[config.mk]
export PLATFORM = sky130hd
export DESIGN_NAME = bayer_stream_tx
export DESIGN_NICKNAME = d
export VERILOG_FILES = /design/src/rtl/bayer_stream_tx_pkg.sv /design/src/rtl/bayer_rd_skid.sv /design/src/rtl/bayer_stream_tx.sv
export SDC_FILE = /design/constraint.sdc
export NUM_CORES = 1
export LEC_CHECK = 0
export BUFFER_PORTS_ARGS = -buffer_cell sky130_fd_sc_hd__clkbuf_2
export CAP_MARGIN = 20
export CORE_MARGIN = 4
export CORE_UTILIZATION = 50
export DETAILED_ROUTE_END_ITERATION = 16
export GPL_TIMING_DRIVEN = 1
export PLACE_DENSITY = 0.74
export SYNTH_ARGS = -nofsm -noshare
export SYNTH_HDL_FRONTEND = slang
export SYNTH_HIERARCHICAL = 1
export SYNTH_SLANG_ARGS = --single-unit
[constraint.sdc]
create_clock -name clk -period 1.9 [get_ports clk]
set_input_delay 0.19 -clock clk [delete_from_list [all_inputs] [get_ports clk]]
set_output_delay 0.19 -clock clk [all_outputs]
set_load 0.01 [all_outputs]
[src/rtl/bayer_stream_tx_pkg.sv]
// bayer_stream_tx_pkg: shared colour codes, field widths and FSM encodings for the Bayer frame source
package bayer_stream_tx_pkg;
   localparam int COLOR_BIT_CNT = 2;
   localparam int MODE_BIT_CNT  = 3;
   localparam int COLOR_DEPTH   = 8;
   typedef enum logic [COLOR_BIT_CNT-1:0] {
      VOID  = 2'd0,
      RED   = 2'd1,
      GREEN = 2'd2,
      BLUE  = 2'd3
   } color_e;
   typedef enum logic [1:0] {
      IDLE     = 2'd0,
      STREAM   = 2'd1,
      WAIT_FIN = 2'd2
   } state_e;
   function automatic color_e bayer_color(input logic row_odd, input logic col_odd);
      return row_odd ? (col_odd ? BLUE : GREEN) : (col_odd ? GREEN : RED);
   endfunction
endpackage

[src/rtl/bayer_rd_skid.sv]
// bayer_rd_skid: one-entry skid absorbing the 1-cycle SRAM read latency against sink stall
module bayer_rd_skid #(
   parameter int DEPTH = 8
) (
   input  logic             clk,
   input  logic             rst_n,
   input  logic             ren_i,
   input  logic             stall_i,
   input  logic [DEPTH-1:0] rdata_i,
   output logic             emit_o,
   output logic [DEPTH-1:0] data_o
);
   logic             rvld_q, hold_q;
   logic [DEPTH-1:0] skid_q;

   // reads stop while stalled, so a full skid never meets fresh read data
   assign emit_o = !stall_i && (rvld_q || hold_q);
   assign data_o = hold_q ? skid_q : rdata_i;

   always_ff @(posedge clk or negedge rst_n) begin
      if (!rst_n) begin
         rvld_q <= 1'b0;
         hold_q <= 1'b0;
         skid_q <= '0;
      end else begin
         rvld_q <= ren_i;
         hold_q <= stall_i && (hold_q || rvld_q);
         if (stall_i && rvld_q && !hold_q) skid_q <= rdata_i;
      end
   end
endmodule

[src/rtl/bayer_stream_tx.sv]
// bayer_stream_tx: streams a raw RGGB frame from SRAM in raster order, then waits for the ISP finish
module bayer_stream_tx
   import bayer_stream_tx_pkg::*;
#(
   parameter int COLS_LOG2 = 2,
   parameter int ROWS_LOG2 = 2,
   parameter int DEPTH     = COLOR_DEPTH,
   parameter int MODE_W    = MODE_BIT_CNT,
   parameter int TIMEOUT   = 1024
) (
   input  logic                           clk,
   input  logic                           rst_n,
   input  logic                           start,
   input  logic [MODE_W-1:0]              mode_sel,
   input  logic                           stall,
   output logic                           mem_ren,
   output logic [COLS_LOG2+ROWS_LOG2-1:0] mem_addr,
   input  logic [DEPTH-1:0]               mem_rdata,
   output logic [DEPTH-1:0]               pixel_out,
   output logic                           valid_out,
   output logic [COLOR_BIT_CNT-1:0]       color_out,
   output logic                           last_col_out,
   output logic                           last_pic_out,
   output logic [MODE_W-1:0]              mode_out,
   input  logic                           finish_in,
   output logic                           busy,
   output logic                           done,
   output logic                           timeout_err
);
   localparam int AW = COLS_LOG2 + ROWS_LOG2;
   localparam int TW = $clog2(TIMEOUT + 1);

   state_e            state_q, state_d;
   logic [AW:0]       rd_cnt_q, rd_cnt_d;
   logic [AW-1:0]     out_cnt_q, out_cnt_d;
   logic [TW-1:0]     tmr_q, tmr_d;
   logic [MODE_W-1:0] mode_q, mode_d;
   logic              err_q, err_d, done_q, done_d;
   logic              valid_q, last_col_q, last_pic_q;
   logic [DEPTH-1:0]  pixel_q;
   color_e            color_q;
   logic              emit;
   logic [DEPTH-1:0]  emit_data;

   // rd_cnt MSB marks every address of the frame as issued
   assign mem_ren  = state_q == STREAM && !stall && !rd_cnt_q[AW];
   assign mem_addr = rd_cnt_q[AW-1:0];

   bayer_rd_skid #(.DEPTH(DEPTH)) u_skid (
      .clk     (clk),
      .rst_n   (rst_n),
      .ren_i   (mem_ren),
      .stall_i (stall),
      .rdata_i (mem_rdata),
      .emit_o  (emit),
      .data_o  (emit_data)
   );

   always_comb begin
      state_d   = state_q;
      rd_cnt_d  = mem_ren ? rd_cnt_q + (AW+1)'(1) : rd_cnt_q;
      out_cnt_d = emit ? out_cnt_q + AW'(1) : out_cnt_q;
      tmr_d     = tmr_q;
      mode_d    = mode_q;
      err_d     = err_q;
      done_d    = 1'b0;
      unique case (state_q)
         IDLE: if (start) begin
            state_d   = STREAM;
            rd_cnt_d  = '0;
            out_cnt_d = '0;
            mode_d    = mode_sel;
            err_d     = 1'b0;
         end
         STREAM: if (emit && &out_cnt_q) begin
            state_d = WAIT_FIN;
            tmr_d   = '0;
         end
         WAIT_FIN: if (finish_in) begin
            state_d = IDLE;
            done_d  = 1'b1;
         end else if (tmr_q >= TW'(TIMEOUT - 1)) begin
            state_d = IDLE;
            err_d   = 1'b1;
         end else begin
            tmr_d = tmr_q + TW'(tmr_q != TW'(TIMEOUT));
         end
         default: state_d = IDLE;
      endcase
   end

   always_ff @(posedge clk or negedge rst_n) begin
      if (!rst_n) begin
         state_q    <= IDLE;
         rd_cnt_q   <= '0;
         out_cnt_q  <= '0;
         tmr_q      <= '0;
         mode_q     <= '0;
         err_q      <= 1'b0;
         done_q     <= 1'b0;
         valid_q    <= 1'b0;
         pixel_q    <= '0;
         color_q    <= VOID;
         last_col_q <= 1'b0;
         last_pic_q <= 1'b0;
      end else begin
         state_q    <= state_d;
         rd_cnt_q   <= rd_cnt_d;
         out_cnt_q  <= out_cnt_d;
         tmr_q      <= tmr_d;
         mode_q     <= mode_d;
         err_q      <= err_d;
         done_q     <= done_d;
         valid_q    <= emit;
         color_q    <= emit ? bayer_color(out_cnt_q[COLS_LOG2], out_cnt_q[0]) : VOID;
         last_col_q <= emit && &out_cnt_q[COLS_LOG2-1:0];
         last_pic_q <= emit && &out_cnt_q;
         if (emit) pixel_q <= emit_data;
      end
   end

   assign pixel_out    = pixel_q;
   assign valid_out    = valid_q;
   assign color_out    = color_q;
   assign last_col_out = last_col_q;
   assign last_pic_out = last_pic_q;
   assign mode_out     = mode_q;
   assign busy         = state_q != IDLE;
   assign done         = done_q;
   assign timeout_err  = err_q;
endmodule
Yosys cells after proc, flatten, opt, wreduce, memory -nomap -nowiden

Cells that the tools add are included.
Widths: inputs -> output; s select.

Register bits: 50
Word-level logic and storage cells: 76
Output and inout port bits: 24

Mux-type cells: 26
Equal/unequal tests: 9
Reduce and logical (&&, ||, !) cells: 22
Add/sub/neg operators: 3
$lt $le $gt $ge: 1

Operator list:

| cell                 | number |
|---|---|
| $mux 11              | 3 |
| $pmux 11 s2          | 1 |
| $mux 5               | 3 |
| $mux 2               | 7 |
| $mux 4               | 3 |
| $reduce_and 4->1     | 3 |
| $add 11x1->11        | 1 |
| $ge 11x10->1 const B | 1 |
| $ne 11x11->1 const B | 1 |
| $logic_and 1x1->1    | 8 |
| $mux 8               | 1 |
| $ne 2x2->1 const B   | 4 |
| $mux 1               | 6 |
| $pmux 2 s3           | 1 |
| $reduce_bool 2->1    | 3 |
| $add 5x1->5 const B  | 1 |
| $add 4x1->4 const B  | 1 |
| $reduce_and 2->1     | 2 |
| $logic_not 1->1      | 3 |
| $ne 3x3->1 const B   | 1 |
| $reduce_and 3->1     | 1 |
| $eq 2x1->1 const B   | 1 |
| $eq 2x2->1 const B   | 1 |
| $logic_not 2->1      | 1 |
| 3 further kinds      | 3 |

Longest topological paths before layout

Gate-level depths: netlist of the first run.

Word-level depth: 6
Depth in mapped cells: 9

Cells and area by module

Netlist of the first run, hierarchy kept.

By module, submodules not included:

| module          | area an instance (um2) | instances | cells an instance | seq. area each (um2) |
|---|---|---|---|---|
| bayer_stream_tx | 1936.9                 | 1         | 171               | 1001.0 |
| bayer_rd_skid   | 475.5                  | 1         | 31                | 250.2 |

Worst setup path before layout of the first run

OpenSTA, ideal clock, no wires.

Kind: reg2reg
Start: reg u_skid.hold_q
End: reg tmr_q[8]
Arrival: 1724 ps
Stages on the path, launching flop included: 9
Path buffers: 2
Path slack: 47 ps
Setup time: 129 ps
Cells stage by stage: dfrtp_1 > buf_6 > nor2_1 > nor2_1 > and4_1 > clkbuf_1 > a21oi_1 > nor3_1 > mux2i_1

Longest elaborated chain between the ends: 5

RTL lines:

| item                              | line                   | text |
|---|---|---|
| start: declaration                | bayer_rd_skid.sv:13    | `logic rvld_q, hold_q;` |
| start signal: assignment          | bayer_rd_skid.sv:27    | `hold_q <= stall_i && (hold_q \|\| rvld_q);` |
| $logic_or 1x1->1                  | bayer_rd_skid.sv:17    | `assign emit_o = !stall_i && (rvld_q \|\| hold_q);` |
| $logic_and 1x1->1                 | bayer_rd_skid.sv:17    |  |
| via emit                          | bayer_stream_tx.sv:42  | `logic emit;` |
| $logic_and 1x1->1                 | bayer_stream_tx.sv:75  | `STREAM: if (emit && &out_cnt_q) begin` |
| $ne 2x1->1 (no source line)       | -                      |  |
| $reduce_and 4->1 (no source line) | -                      |  |
| end signal: assignment            | bayer_stream_tx.sv:110 | `tmr_q <= tmr_d;` |
| end: declaration                  | bayer_stream_tx.sv:36  | `logic [TW-1:0] tmr_q, tmr_d;` |

The timed path passes the listed nets, and every way through them passes these cells.
A chain may end at the register's enable or synchronous reset.

Worst setup path after layout of the first run

Start: reg tmr_q[0]
End: reg tmr_q[9]

Longest elaborated chain between the ends: 5
Elaborated cells on any way between the ends: 8
Classes of those cells: add/sub: 1; order compare: 1; eq/ne: 2; mux: 3; reduce/logical: 1

RTL lines:

| item          | line                  | text |
|---|---|---|
| $ne 11x11->1  | bayer_stream_tx.sv:86 | `tmr_d = tmr_q + TW'(tmr_q != TW'(TIMEOUT));` |
| $add 11x1->11 | bayer_stream_tx.sv:86 |  |
| $mux 11       | bayer_stream_tx.sv:82 | `end else if (tmr_q >= TW'(TIMEOUT - 1)) begin` |
| $mux 11       | bayer_stream_tx.sv:79 | `WAIT_FIN: if (finish_in) begin` |
| $pmux 11 s2   | bayer_stream_tx.sv:67 | `unique case (state_q)` |

Several ways; a longest one is shown, not always the timed one. The select of a mux whose other input is x is not followed.

==> summary by stage, run 1 <==
Status
The run finished with clean final reports.

Global route
In the global route stage, overall resource usage came out at 16.9%. The global routing usage on met2 is 27.8%. The first-pass GRT wire length is 8120 µm. For this run, global-route usage on met3 was measured as 2.09%. Global routing finished with a remaining overflow of 0. The maximum number of pins on one net before global-route repair is 34. The most utilized layer in the global route result is met2.

The initial antenna violation count is 0. The number of global-route vias before repair is 1751. Global routing consumed, on the met1 layer, 22.6% of the routing resources.

STA
In the final timing run, aggregate negative setup slack is 0 ns. Timing would allow up to roughly 560 MHz. Setup repair after global routing could not meet its margin everywhere.

For the final database, setup skew stands at 0.00706 ns. The final count of negative-setup-slack endpoints is 0. The worst path in the final design needs a cycle of 1.79 ns, including I/O delays and setup. The transition time at the pin with the least slew margin is a little under 0.5 ns.

The worst slew margin relative to its limit is 67.3%. Final hold analysis gives a worst-case slack of between 0.1 and 0.15 ns. The final hold violation count is 0. The count of pins over their slew limit is 0. The share of the clock period used by the worst path is 94.0%.

In the post-route analysis, the smallest setup slack over all paths is roughly 0.11 ns.

Floorplan
Row generation in the floorplan step produced 25 rows. The die outline area is 6000 µm². The starting utilization of the core area is between 50% and 60%.

The height of the die is around 77 µm. The area inside the core boundary is 4690 µm². 40 I/O pins were placed. From left edge to right edge, the die measures a little under 80 µm.

Pwr
Net switching is 33.5% of the power. In this run the static leakage power is 1.32 nW. The internal portion of the total power is between 0.002 and 0.0025 W.

The share of total power dissipated in sequential elements is 48.1%. The proportion of power drawn by combinational gates is roughly a third. The total design power is 0.00355 W.

In this run the power spent charging and discharging nets is between 0.001 and 0.0015 W. VDD sags by at most 0.724 mV. In this run the power density over the cells is 1230 nW/µm².

The clock network burns between 10% and 20% of the power.

CTS
The number of buffers between clock root and the deepest sink is 2. The clock transition time at the flip-flop clock pins of the worst setup and hold paths is 0.09 ns. TritonCTS built the clock tree.

The cell at the root of the clock tree is sky130_fd_sc_hd__clkbuf_8. The total CTS buffers is 5. The tree built by TritonCTS fans out to 50 sinks. At the later pin of the worst-skew pair, clock insertion delay measures 0.30 ns.

The H-tree depth reported by CTS is 2.

Layout
The final cell count without fillers is 309. The repair_antennas step left the layout with diodes totalling 0. The relative area change from synthesis to final layout is 19.2%. After the last flow step, the layout net total stands at 277.

The share of final-layout standard cells stronger than drive strength 1 is 39.6%. After filler insertion, the fill cell instance count of the layout stands at 391.

Synthesis
The number of warnings printed during yosys synthesis is 6. After synthesis, the largest area contributor takes up about half of total cell area. The commonest cells after synthesis are sky130_fd_sc_hd__dfrtp_1, sky130_fd_sc_hd__mux2_2, sky130_fd_sc_hd__nor2_1, sky130_fd_sc_hd__o31ai_1, sky130_fd_sc_hd__nand2_1. In this run, synthesis produced a sequential element count of 50. The unique cell type count in the Yosys netlist is 40.

The part of the Yosys area used for sequential elements is 51.9%. The cell taking the most area after synthesis is sky130_fd_sc_hd__dfrtp_1. The net count of the mapped netlist is 225. In this run the mean area of a mapped cell was 11.9 µm². In this run, synthesis inferred 0 flip-flops with an integrated enable. In the post-synthesis netlist, the biggest area contributors are sky130_fd_sc_hd__dfrtp_1, sky130_fd_sc_hd__mux2_2, sky130_fd_sc_hd__ha_1. The synthesized cell area is 2410 µm². Synthesis produced 202 cells. The most used flip-flop cell after synthesis is sky130_fd_sc_hd__dfrtp_1.

Of all flip-flops after synthesis, the portion carrying an async set or reset was 100%. The most frequent cell after synthesis is sky130_fd_sc_hd__dfrtp_1.

Critical path
The path type of the worst setup path is flip-flop to flip-flop. STA classifies the critical path startpoint as a flip-flop. The path depth of the worst reg2reg path is 9. The worst register-to-register path ends at tmr_q[9]$_DFFE_PN0P_. STA puts the critical path data required time at 2.13 ns. The peak fanout along the critical path is 5. Setup slack on the worst reg-to-reg path comes out at 0.11 ns.

In this run the worst setup path terminates at tmr_q[9]$_DFFE_PN0P_. The critical path startpoint is tmr_q[0]$_DFFE_PN0P_. The launch instance of the worst register-to-register path is tmr_q[0]$_DFFE_PN0P_.

The critical path capture point type is a flip-flop. At the worst endpoint, the arrival time is 2.01 ns.

Routing
The remaining design rule violation count is 0. The remaining antenna violation count is 0. The detailed-router iteration count before antenna repair is 4.

In this run, the number of DRC markers left after iteration 0 of detailed routing was 121. The average routed wire per standard cell is roughly 15 µm. After detailed routing, the number of vias per cell comes to ~5.5. The routed wire length is about 4700 µm.

The final route contains 1692 vias.

Placed design
The placer congestion estimate is 0.846. The total instance count after detailed placement is 300. During placement, the flow inserted port buffers numbering 39. Before CTS, the worst setup slack after placement is 0.0201 ns. The post-DP HPWL is between 3000 and 4000 µm.

Hold path
The class of the most critical hold timing path is input pin to flip-flop. The number of cells traversed by the worst hold path is 2.

Job
The number of max-cap violations is 0.
cell usage in the layout, fill, tap and decap left out, drive strengths merged, types with 2 or more instances in the layout:
master   n
nand3    2
o21ai    2
nor3     2
buf     17
inv      6
nand2    9
mux2i    6
xor2     3
xnor2    3
nor2b    5
ha       7
clkbuf  45
and4     2
mux2    27
nand4    6
and3     2
dfrtp   50
nand2b   4
a31oi    4
nor4b    3
clkinv   2
and2     4
nor2    15
nor3b    2
a21oi    4
o31ai   10
nor4     3
how the worst min path moves through the flow:
| stage | from | endpoint | slack [ns] |
|---|---|---|---|
| after floorplan | rst_n | color_out[0]$_DFF_PN0_ | -0.11 |
| after global placement | rst_n | mode_out[0]$_DFFE_PN0P_ | 0.17 |
| after detailed placement | rst_n | mode_out[0]$_DFFE_PN0P_ | 0.17 |
| after CTS | mode_sel[2] | mode_out[2]$_DFFE_PN0P_ | 0.12 |
| after global routing | mode_sel[2] | mode_out[2]$_DFFE_PN0P_ | 0.12 |
| final | mode_sel[2] | mode_out[2]$_DFFE_PN0P_ | 0.12 |
worst max-delay path, stage by stage (launching register included):
cell and delay, ns:
sky130_fd_sc_hd__dfrtp_1 0.40, sky130_fd_sc_hd__inv_2 0.05, sky130_fd_sc_hd__ha_1 0.20, sky130_fd_sc_hd__nor4b_4 0.13
sky130_fd_sc_hd__nand4b_1 0.09, sky130_fd_sc_hd__ha_1 0.14, sky130_fd_sc_hd__and3_4 0.22, sky130_fd_sc_hd__nand3_2 0.09
sky130_fd_sc_hd__nor3_1 0.20, sky130_fd_sc_hd__a2bb2oi_1 0.18
repair_timing:
item,in CTS,in global routing
hold buffers,1,0
setup endpoints to repair,1,5
buffers inserted,0,0
resized for setup,1,8
pin swaps,0,2
hold endpoints to repair,17,0
power by group through the flow:
stage | Sequential (W) | Combinational (W) | Clock [W]
2_1_floorplan | 0.00176 | 0.000782 | 0
3_3_place_gp | 0.00170 | 0.00119 | 0
3_5_place_dp | 0.00172 | 0.00123 | 0
4_1_cts | 0.00170 | 0.00124 | 0.000628
5_1_grt | 0.00176 | 0.00139 | 0.000669
6_report | 0.00171 | 0.00124 | 0.000607
sequential cells by signal (all words and copies together), names as in the netlist, 2 cells and up:
name	count
tmr_q	11
pixel_out	8
u_skid/skid_q	8
rd_cnt_q	5
out_cnt_q	4
mode_out	3
color_out	2
state_q	2
stage by stage:
stage               utilization, %  instance area, µm²
CTS                           60.7                2850
floorplan                        -                2410
global route                  61.3                2880
global placement              58.5                2750
finish                        61.3                2880
detailed placement            58.5                2750
routing by layer:
layer | share of wire (%) | up-vias
li1 | - | 828
met2 | 48 | 33
met4 | 2.0 | 0
met1 | 47 | 823
met3 | 3.3 | 8
met5 | 0 | -
logic make-up (layout without fill, tap and decap cells):
group | after synthesis | count (layout) | synth area share, %
multiplexers | 33 | 33 | 15.1
adder cells (fa/ha/maj) | 7 | 7 | 3.63
buffers and inverters | 18 | 71 | 3.84
AO/OA/AOI/OAI | 25 | 25 | 7.05
XOR/XNOR | 6 | 6 | 2.18
AND/OR/NAND/NOR | 63 | 63 | 16.3
flip-flops | 50 | 50 | 51.9
cell type report:
class | instances | area, µm² | share of cell area [%]
clock inverters | 2 | 13.8 | 0.479
multi-input cells | 134 | 1100 | 38.3
inverters | 6 | 22.5 | 0.783
clock buffers | 6 | 72.6 | 2.52
well taps | 54 | 67.6 | 2.35
repair buffers | 57 | 345 | 12.0
flip-flops and latches | 50 | 1250 | 43.5
(Power assumes the default switching activity.)
==> run 2: changes to the inputs <==
--- a/config.mk
+++ b/config.mk
@@ -5,13 +5,13 @@
 export SDC_FILE = /design/constraint.sdc
 export NUM_CORES = 1
 export LEC_CHECK = 0
-export BUFFER_PORTS_ARGS = -buffer_cell sky130_fd_sc_hd__clkbuf_2
 export CAP_MARGIN = 20
 export CORE_MARGIN = 4
-export CORE_UTILIZATION = 50
+export CORE_UTILIZATION = 56
 export DETAILED_ROUTE_END_ITERATION = 16
+export DONT_BUFFER_PORTS = 1
 export GPL_TIMING_DRIVEN = 1
-export PLACE_DENSITY = 0.74
+export PLACE_DENSITY = 0.73
 export SYNTH_ARGS = -nofsm -noshare
 export SYNTH_HDL_FRONTEND = slang
 export SYNTH_HIERARCHICAL = 1
==> run 2 against run 1 <==
Compared with the run above: clock skew decreased by 0.0021 ns; die area decreased by 9.6%; critical path depth unchanged; maximum frequency about the same; sequential share of layout area increased by 2.7 points; global-route usage increased by 2.0 points; flip-flop and latch count unchanged; via count decreased by 5.6%; register-to-register slack about the same; critical endpoint unchanged; highest routed layer unchanged.
==> summary by stage, run 2 (same netlist as run 1, synthesis figures left out) <==
Status
The flow ran to the end, and the final reports show no timing, DRC or antenna violations.

CTS
TritonCTS built the clock tree. The clock transition time at the flip-flop clock pins of the worst setup and hold paths is 0.09 ns (about the same). The number of sinks on the clock net came to 50 (unchanged). The number of buffers between clock root and the deepest sink came to 2 (unchanged).

The cell at the root of the clock tree is sky130_fd_sc_hd__clkbuf_8. The H-tree depth reported by CTS is 2 (unchanged). The total CTS buffers is 5 (unchanged). The clock insertion delay at the later pin of the skew report is 0.29 ns (about the same).

STA
The shortest period the worst path allows is 1.79 ns (+0.000355 ns). The final hold violation count came to 0 (unchanged). The transition time at the pin with the least slew margin came to 0.366 ns (-0.124 ns). The final count of negative-setup-slack endpoints is 0 (unchanged). The upper clock frequency limit was 560 MHz (about the same).

The count of pins over their slew limit is 0 (unchanged). The worst clock skew came to 0.00500 ns (-0.00206 ns). The share of the clock period used by the worst path was 94.1% (about the same). The worst slew margin relative to its limit is 75.5% (+8.2 points).

Layout
The final cell count without fillers was 267 (-14%). The final non-filler cell area came to 2710 µm² (-5.8%). In the layout the commonest cells are sky130_fd_sc_hd__dfrtp_1, sky130_fd_sc_hd__mux2_2, sky130_fd_sc_hd__buf_4. The count of inserted antenna diode cells is 0 (unchanged). The number of nets at the end of the flow was 239 (-14%).

The register name with the most flops is tmr_q. The count of filler cells inserted in the layout was 293 (-25%). The share of final-layout standard cells stronger than drive strength 1 was 27.6% (-12 points). The utilization of the core after routing is 66.3% (+5.0 points).

Relative to the synthesized area, the layout overhead comes to 12.3%. The flip-flop count of the largest register, all copies and words added is 11 (unchanged). The library cell used most frequently in the layout, excluding fill and tap cells, is sky130_fd_sc_hd__dfrtp_1.

Placed design
The total instance count after detailed placement came to 255 (-15%). The placer congestion estimate was 0.875 (+3.5%). The post-DP HPWL is 3410 µm (+2.5%). The post-place instance area is 2520 µm² (-8.3%). The port buffer count was 0 (-100%).

Pwr
The total design power is 0.00349 W (-1.5%). The reported leakage power is 1.16 nW (-12%). The maximum resistive drop on vdd is 0.786 mV (+8.7%).

The power density over cell area was 1290 nW/µm² (+4.5%).

Floorplan
The number of primary I/O pins was 40 (unchanged). The area inside the core boundary is 4090 µm² (-13%). The row count is 23 (-8.0%). The die outline area is 5420 µm² (-9.6%). The height of the die is 73.6 µm (-4.9%). The die outline width came to 73.6 µm (-4.9%). The starting utilization of the core area is 59.0% (+7.6 points).

Critical path
STA classifies the critical path startpoint as a flip-flop. The peak fanout along the critical path is 5 (unchanged). The critical path capture point type is a flip-flop. The data required time at the worst endpoint is 2.12 ns (about the same). The worst setup path is of the flip-flop to flip-flop kind. The arrival time of the worst setup path is 2.01 ns (about the same).

Job
The number of max-cap violations is 0 (unchanged).

Routing
The remaining design rule violation count is 0 (unchanged). The remaining antenna violation count was 0 (unchanged). The routed wire length is 4700 µm (+0.99%). The number of vias per cell is 5.99 (+9.3%). The iteration-0 DRC count of the detailed router came to 70 (-42%).

The average routed wire per standard cell was 17.6 µm (+17%). The via count of the routed design is 1598 (-5.6%). The detailed-router iteration count before antenna repair is 4 (unchanged).

Global route
The initial antenna violation count is 0 (unchanged). The maximum number of pins on one net before global-route repair is 51 (+50%). The number of global-route vias before repair is 1592 (-9.1%). The remaining global-route overflow is 0 (unchanged). The first-pass GRT wire length is 7850 µm (-3.4%).

The aggregate global-route resource usage is 18.9% (+2.0 points).

Hold path
In this run the worst hold path is classified as input pin to flip-flop.
[run 2: layer usage]
layer  vias to the layer above  share of wire [%]  GRT usage [%]
met5                         -                  0              0
li1                        745                  -              -
met2                        33                 51           31.2
met3                         4                4.5           5.34
met4                         0               0.87           4.83
met1                       816                 44           24.5
[run 2: worst max-delay path, stage by stage, from the launching register on]
cell	delay, ns
sky130_fd_sc_hd__dfrtp_1	0.39
sky130_fd_sc_hd__inv_1	0.08
sky130_fd_sc_hd__ha_1	0.15
sky130_fd_sc_hd__nor4b_4	0.18
sky130_fd_sc_hd__nand4b_1	0.13
sky130_fd_sc_hd__ha_1	0.20
sky130_fd_sc_hd__and3_4	0.20
sky130_fd_sc_hd__nand3_2	0.10
sky130_fd_sc_hd__o21ai_0	0.10
sky130_fd_sc_hd__a2bb2oi_1	0.19
[run 2: repair_timing]
action	CTS	global route
gates resized for setup	2	4
setup endpoints to repair	1	2
setup buffers	1	0
pin swaps	0	1
hold endpoints to repair	51	0
hold buffers	3	0
[run 2: layout make-up]
cell class,count,area [µm²],share of cell area (%)
flip-flops and latches,50,1250,46.2
multi-input cells,134,1100,40.6
repair buffers,19,168,6.19
clock buffers,7,76.3,2.82
well taps,50,62.6,2.31
clock inverters,1,30.0,1.11
inverters,6,22.5,0.831
[run 2: worst paths after layout]
path	from	endpoint	slack, ns	cells past startpoint
worst max-delay path	tmr_q[0]$_DFFE_PN0P_	tmr_q[9]$_DFFE_PN0P_	0.11	9
worst min-delay path	finish_in	done$_DFF_PN0_	0.03	1
worst max register to register	tmr_q[0]$_DFFE_PN0P_	tmr_q[9]$_DFFE_PN0P_	0.11	9
worst min register to register	u_skid/skid_q[5]$_DFFE_PN0P_	u_skid/skid_q[5]$_DFFE_PN0P_	0.51	1
max in group asynchronous	rst_n	done$_DFF_PN0_	1.27	2
min in group asynchronous	rst_n	tmr_q[10]$_DFFE_PN0P_	0.42	2
[run 2: per-stage QoR]
stage               setup slack, ns  setup TNS (ns)  hold slack (ns)
CTS                        0.000352               0           0.0247
finish                        0.113               0           0.0325
floorplan                    0.0471               0           -0.106
global route                -0.0155         -0.0155           0.0155
global placement             0.0998               0           -0.104
detailed placement          -0.0788         -0.0788           -0.104
[run 2: power by group]
part / leakage, nW / internal, W / total (W) / switching (W)
sequential: 0.618 / 0.00145 / 0.00183 / 0.000386
clock: 0.0524 / 0.000394 / 0.000721 / 0.000327
combinational: 0.493 / 0.000532 / 0.000940 / 0.000408
total: 1.16 / 0.00237 / 0.00349 / 0.00112
==> run 3: changes to the inputs <==
--- a/config.mk
+++ b/config.mk
@@ -6,6 +6,7 @@
 export NUM_CORES = 1
 export LEC_CHECK = 0
 export CAP_MARGIN = 20
+export CORE_ASPECT_RATIO = 1.2
 export CORE_MARGIN = 4
 export CORE_UTILIZATION = 56
 export DETAILED_ROUTE_END_ITERATION = 16
==> run 3 against run 2 <==
Compared with the run above: power rose by 1.1%; flip-flop and latch count did not move; worst setup slack got worse by 0.086 ns; cell area fell by 0.14%; sequential power barely moved; critical path type unchanged; critical path depth did not move; final cell count rose by 0.37%; global-route usage rose by 0.065 points; register-to-register slack got worse by 0.09 ns.
==> summary by stage, run 3 (same netlist as run 1, synthesis figures left out) <==
Global route
The aggregate global-route resource usage is 19.0% (+0.065 points). The number of global-route vias before repair was 1659 (+4.2%). The initial antenna violation count was 0 (unchanged). The maximum number of pins on one net before global-route repair is 51 (unchanged). The first-pass GRT wire length was 7710 µm (-1.7%). The remaining global-route overflow is 0 (unchanged).

STA
The upper clock frequency limit is 534 MHz (-4.6%). The transition time at the pin with the least slew margin is 0.578 ns (+0.212 ns). The final worst setup slack is 0.0268 ns (-0.0859 ns). The shortest period the worst path allows is 1.87 ns (+0.0859 ns). The worst clock skew is 0.0124 ns (+0.00739 ns).

The final count of negative-setup-slack endpoints was 0 (unchanged). The final hold violation count was 0 (unchanged). The share of the clock period used by the worst path was 98.6% (+4.5 points).

The worst slew margin relative to its limit is 61.2% (-14 points). The count of pins over their slew limit is 0 (unchanged).

Placed design
The post-placement setup slack is -0.00652 ns (+0.0723 ns). The placer congestion estimate is 0.961 (+9.8%). The post-DP HPWL is 3380 µm (-0.91%).

The port buffer count is 0 (unchanged). The total instance count after detailed placement was 256 (+0.39%).

Status
The run finished with clean final reports.

Pwr
The power share of the clock group came to 20.6% (about the same). The reported leakage power is 1.15 nW (-1.5%). The maximum resistive drop on vdd was 0.631 mV (-20%). The power dissipated by switching net loads is 0.00116 W (+3.8%).

The power density over cell area came to 1310 nW/µm² (+1.2%). The switching share of power is 32.9% (+0.87 points). The share of power burned in registers is 52.2% (-0.3 points). The total internal power is 0.00237 W (-0.21%). The proportion of power drawn by combinational gates is 27.2% (+0.3 points). The total design power is 0.00353 W (+1.1%).

Layout
The count of filler cells inserted in the layout is 288 (-1.7%). The relative area change from synthesis to final layout is 12.1%. The footprint of the multi-input gates is 1110 µm² (+0.91%).

The number of nets at the end of the flow is 236 (-1.3%). The share of final-layout standard cells stronger than drive strength 1 was 29.4% (+1.8 points). Leaving out fill and tap cells, the most frequent cell in the layout is sky130_fd_sc_hd__dfrtp_1.

The flip-flop count of the largest register, all copies and words added was 11 (unchanged). The count of inserted antenna diode cells is 0 (unchanged). The flip-flop and latch area is 1250 µm² (unchanged). The register name with the most flops is tmr_q. In the layout the commonest cells are sky130_fd_sc_hd__dfrtp_1, sky130_fd_sc_hd__mux2_2, sky130_fd_sc_hd__nor2_1. The final cell count without fillers came to 268 (+0.37%).

CTS
The clock transition time at the flip-flop clock pins of the worst setup and hold paths is 0.09 ns (about the same). The number of sinks on the clock net came to 50 (unchanged). The total CTS buffers was 5 (unchanged). The cell at the root of the clock tree is sky130_fd_sc_hd__clkbuf_8.

The clock insertion delay at the later pin of the skew report is 0.30 ns (about the same). The H-tree depth reported by CTS is 2 (unchanged). TritonCTS built the clock tree. The number of buffers between clock root and the deepest sink came to 2 (unchanged).

Routing
The iteration-0 DRC count of the detailed router is 123 (+76%). The number of vias per cell is 6.00 (+0.19%). The detailed-router iteration count before antenna repair is 4 (unchanged). The average routed wire per standard cell is 17.9 µm (+1.4%). The remaining antenna violation count is 0 (unchanged). The remaining design rule violation count is 0 (unchanged).

The via count of the routed design came to 1607 (+0.56%). The routed wire length came to 4780 µm (+1.7%).

Critical path
The last element of the critical path is tmr_q[7]$_DFFE_PN0P_. The critical path capture point type is a flip-flop. The total buffers and inverters traversed by the critical path is 1 (unchanged).

The path type of the worst setup path is flip-flop to flip-flop. In this run the worst setup path begins at tmr_q[1]$_DFFE_PN0P_. The launch instance of the worst register-to-register path is tmr_q[1]$_DFFE_PN0P_. The data required time at the worst endpoint is 2.07 ns (-0.05 ns). The library cell contributing the largest single delay on the critical path is sky130_fd_sc_hd__dfrtp_1. The arrival time of the worst setup path is 2.05 ns (+0.04 ns).

The critical path goes through inv_2 > ha_2 > nor4b_2 > nand4b_1 > ha_2 > and3_4 > a31oi_1 > o31ai_1 > o31ai_1. STA classifies the critical path startpoint as a flip-flop. The register-to-register setup slack came to 0.03 ns (-0.09 ns). The path depth of the worst reg2reg path was 9 (unchanged). In this run the critical register-to-register path is captured at tmr_q[7]$_DFFE_PN0P_.

The peak fanout along the critical path is 5 (unchanged). The family of cells with the greatest summed delay on the critical path is compound AO/OA/AOI/OAI gates. The largest stage delay on the critical path is 0.38 ns (about the same). The path length in cells of the critical path is 9 (unchanged).

Floorplan
The die outline width is 67.9 µm (-7.8%). The height of the die is 79.9 µm (+8.5%). The starting utilization of the core area is 59.8% (+0.75 points). The area inside the core boundary is 4040 µm² (-1.3%). The number of primary I/O pins is 40 (unchanged). The die outline area is 5430 µm² (about the same). The row count is 25 (+8.7%).

Hold path
In this run the worst hold path is classified as input pin to flip-flop.

Job
The number of max-cap violations is 0 (unchanged).
[run 3: worst min path at each step]
stage	end	slack (ns)	startpoint	cells past startpoint
after floorplan	color_out[0]$_DFF_PN0_	-0.11	rst_n	0
after global placement	rd_cnt_q[2]$_DFF_PN0_	-0.10	rst_n	0
after detailed placement	u_skid/skid_q[0]$_DFFE_PN0P_	-0.10	rst_n	0
after CTS	done$_DFF_PN0_	0.02	finish_in	1
after global routing	u_skid/hold_q$_DFF_PN0_	0.01	stall	1
final	done$_DFF_PN0_	0.03	finish_in	1
[run 3: layout make-up]
class                           count  area share, %
Timing Repair Buffer               16           5.37
Sequential cell                    50           46.3
Multi-Input combinational cell    134           41.0
Inverter                            6          0.833
Tap cell                           54           2.50
Clock inverter                      2           1.39
Clock buffer                        6           2.68
[run 3: through the flow]
step | hold WS, ns | area, µm² | TNS [ns] | util, %
2_1_floorplan | -0.106 | 2410 | 0 | -
3_3_place_gp | -0.104 | 2500 | 0 | 62.0
3_5_place_dp | -0.104 | 2500 | -0.00652 | 62.0
4_1_cts | 0.0157 | 2660 | 0 | 66.0
5_1_grt | 0.0125 | 2710 | -0.0373 | 67.0
6_report | 0.0252 | 2710 | 0 | 67.0
[run 3: metal layers]
metal | up-vias | share of wire, % | global-route usage, %
met3 | 14 | 5.1 | 4.23
met4 | 0 | 2.4 | 8.75
met2 | 48 | 55 | 33.1
li1 | 737 | - | -
met1 | 808 | 37 | 21.6
met5 | - | 0 | 0
[run 3: what timing repair did]
| item | 4_1_cts | 5_1_grt |
|---|---|---|
| setup buffers | 0 | 1 |
| resized for setup | 1 | 9 |
| endpoints found under the setup margin | 1 | 4 |
| endpoints found under the hold margin | 51 | 0 |
| pin swaps | 0 | 6 |
| hold buffers | 3 | 0 |
[run 3: power by group through the flow]
stage	clock, W	combinational, W	sequential (W)
finish	0.000729	0.000961	0.00184
global route	0.000806	0.00108	0.00189
CTS	0.000747	0.000933	0.00184
detailed placement	0	0.000895	0.00186
global placement	0	0.000827	0.00183
floorplan	0	0.000782	0.00176
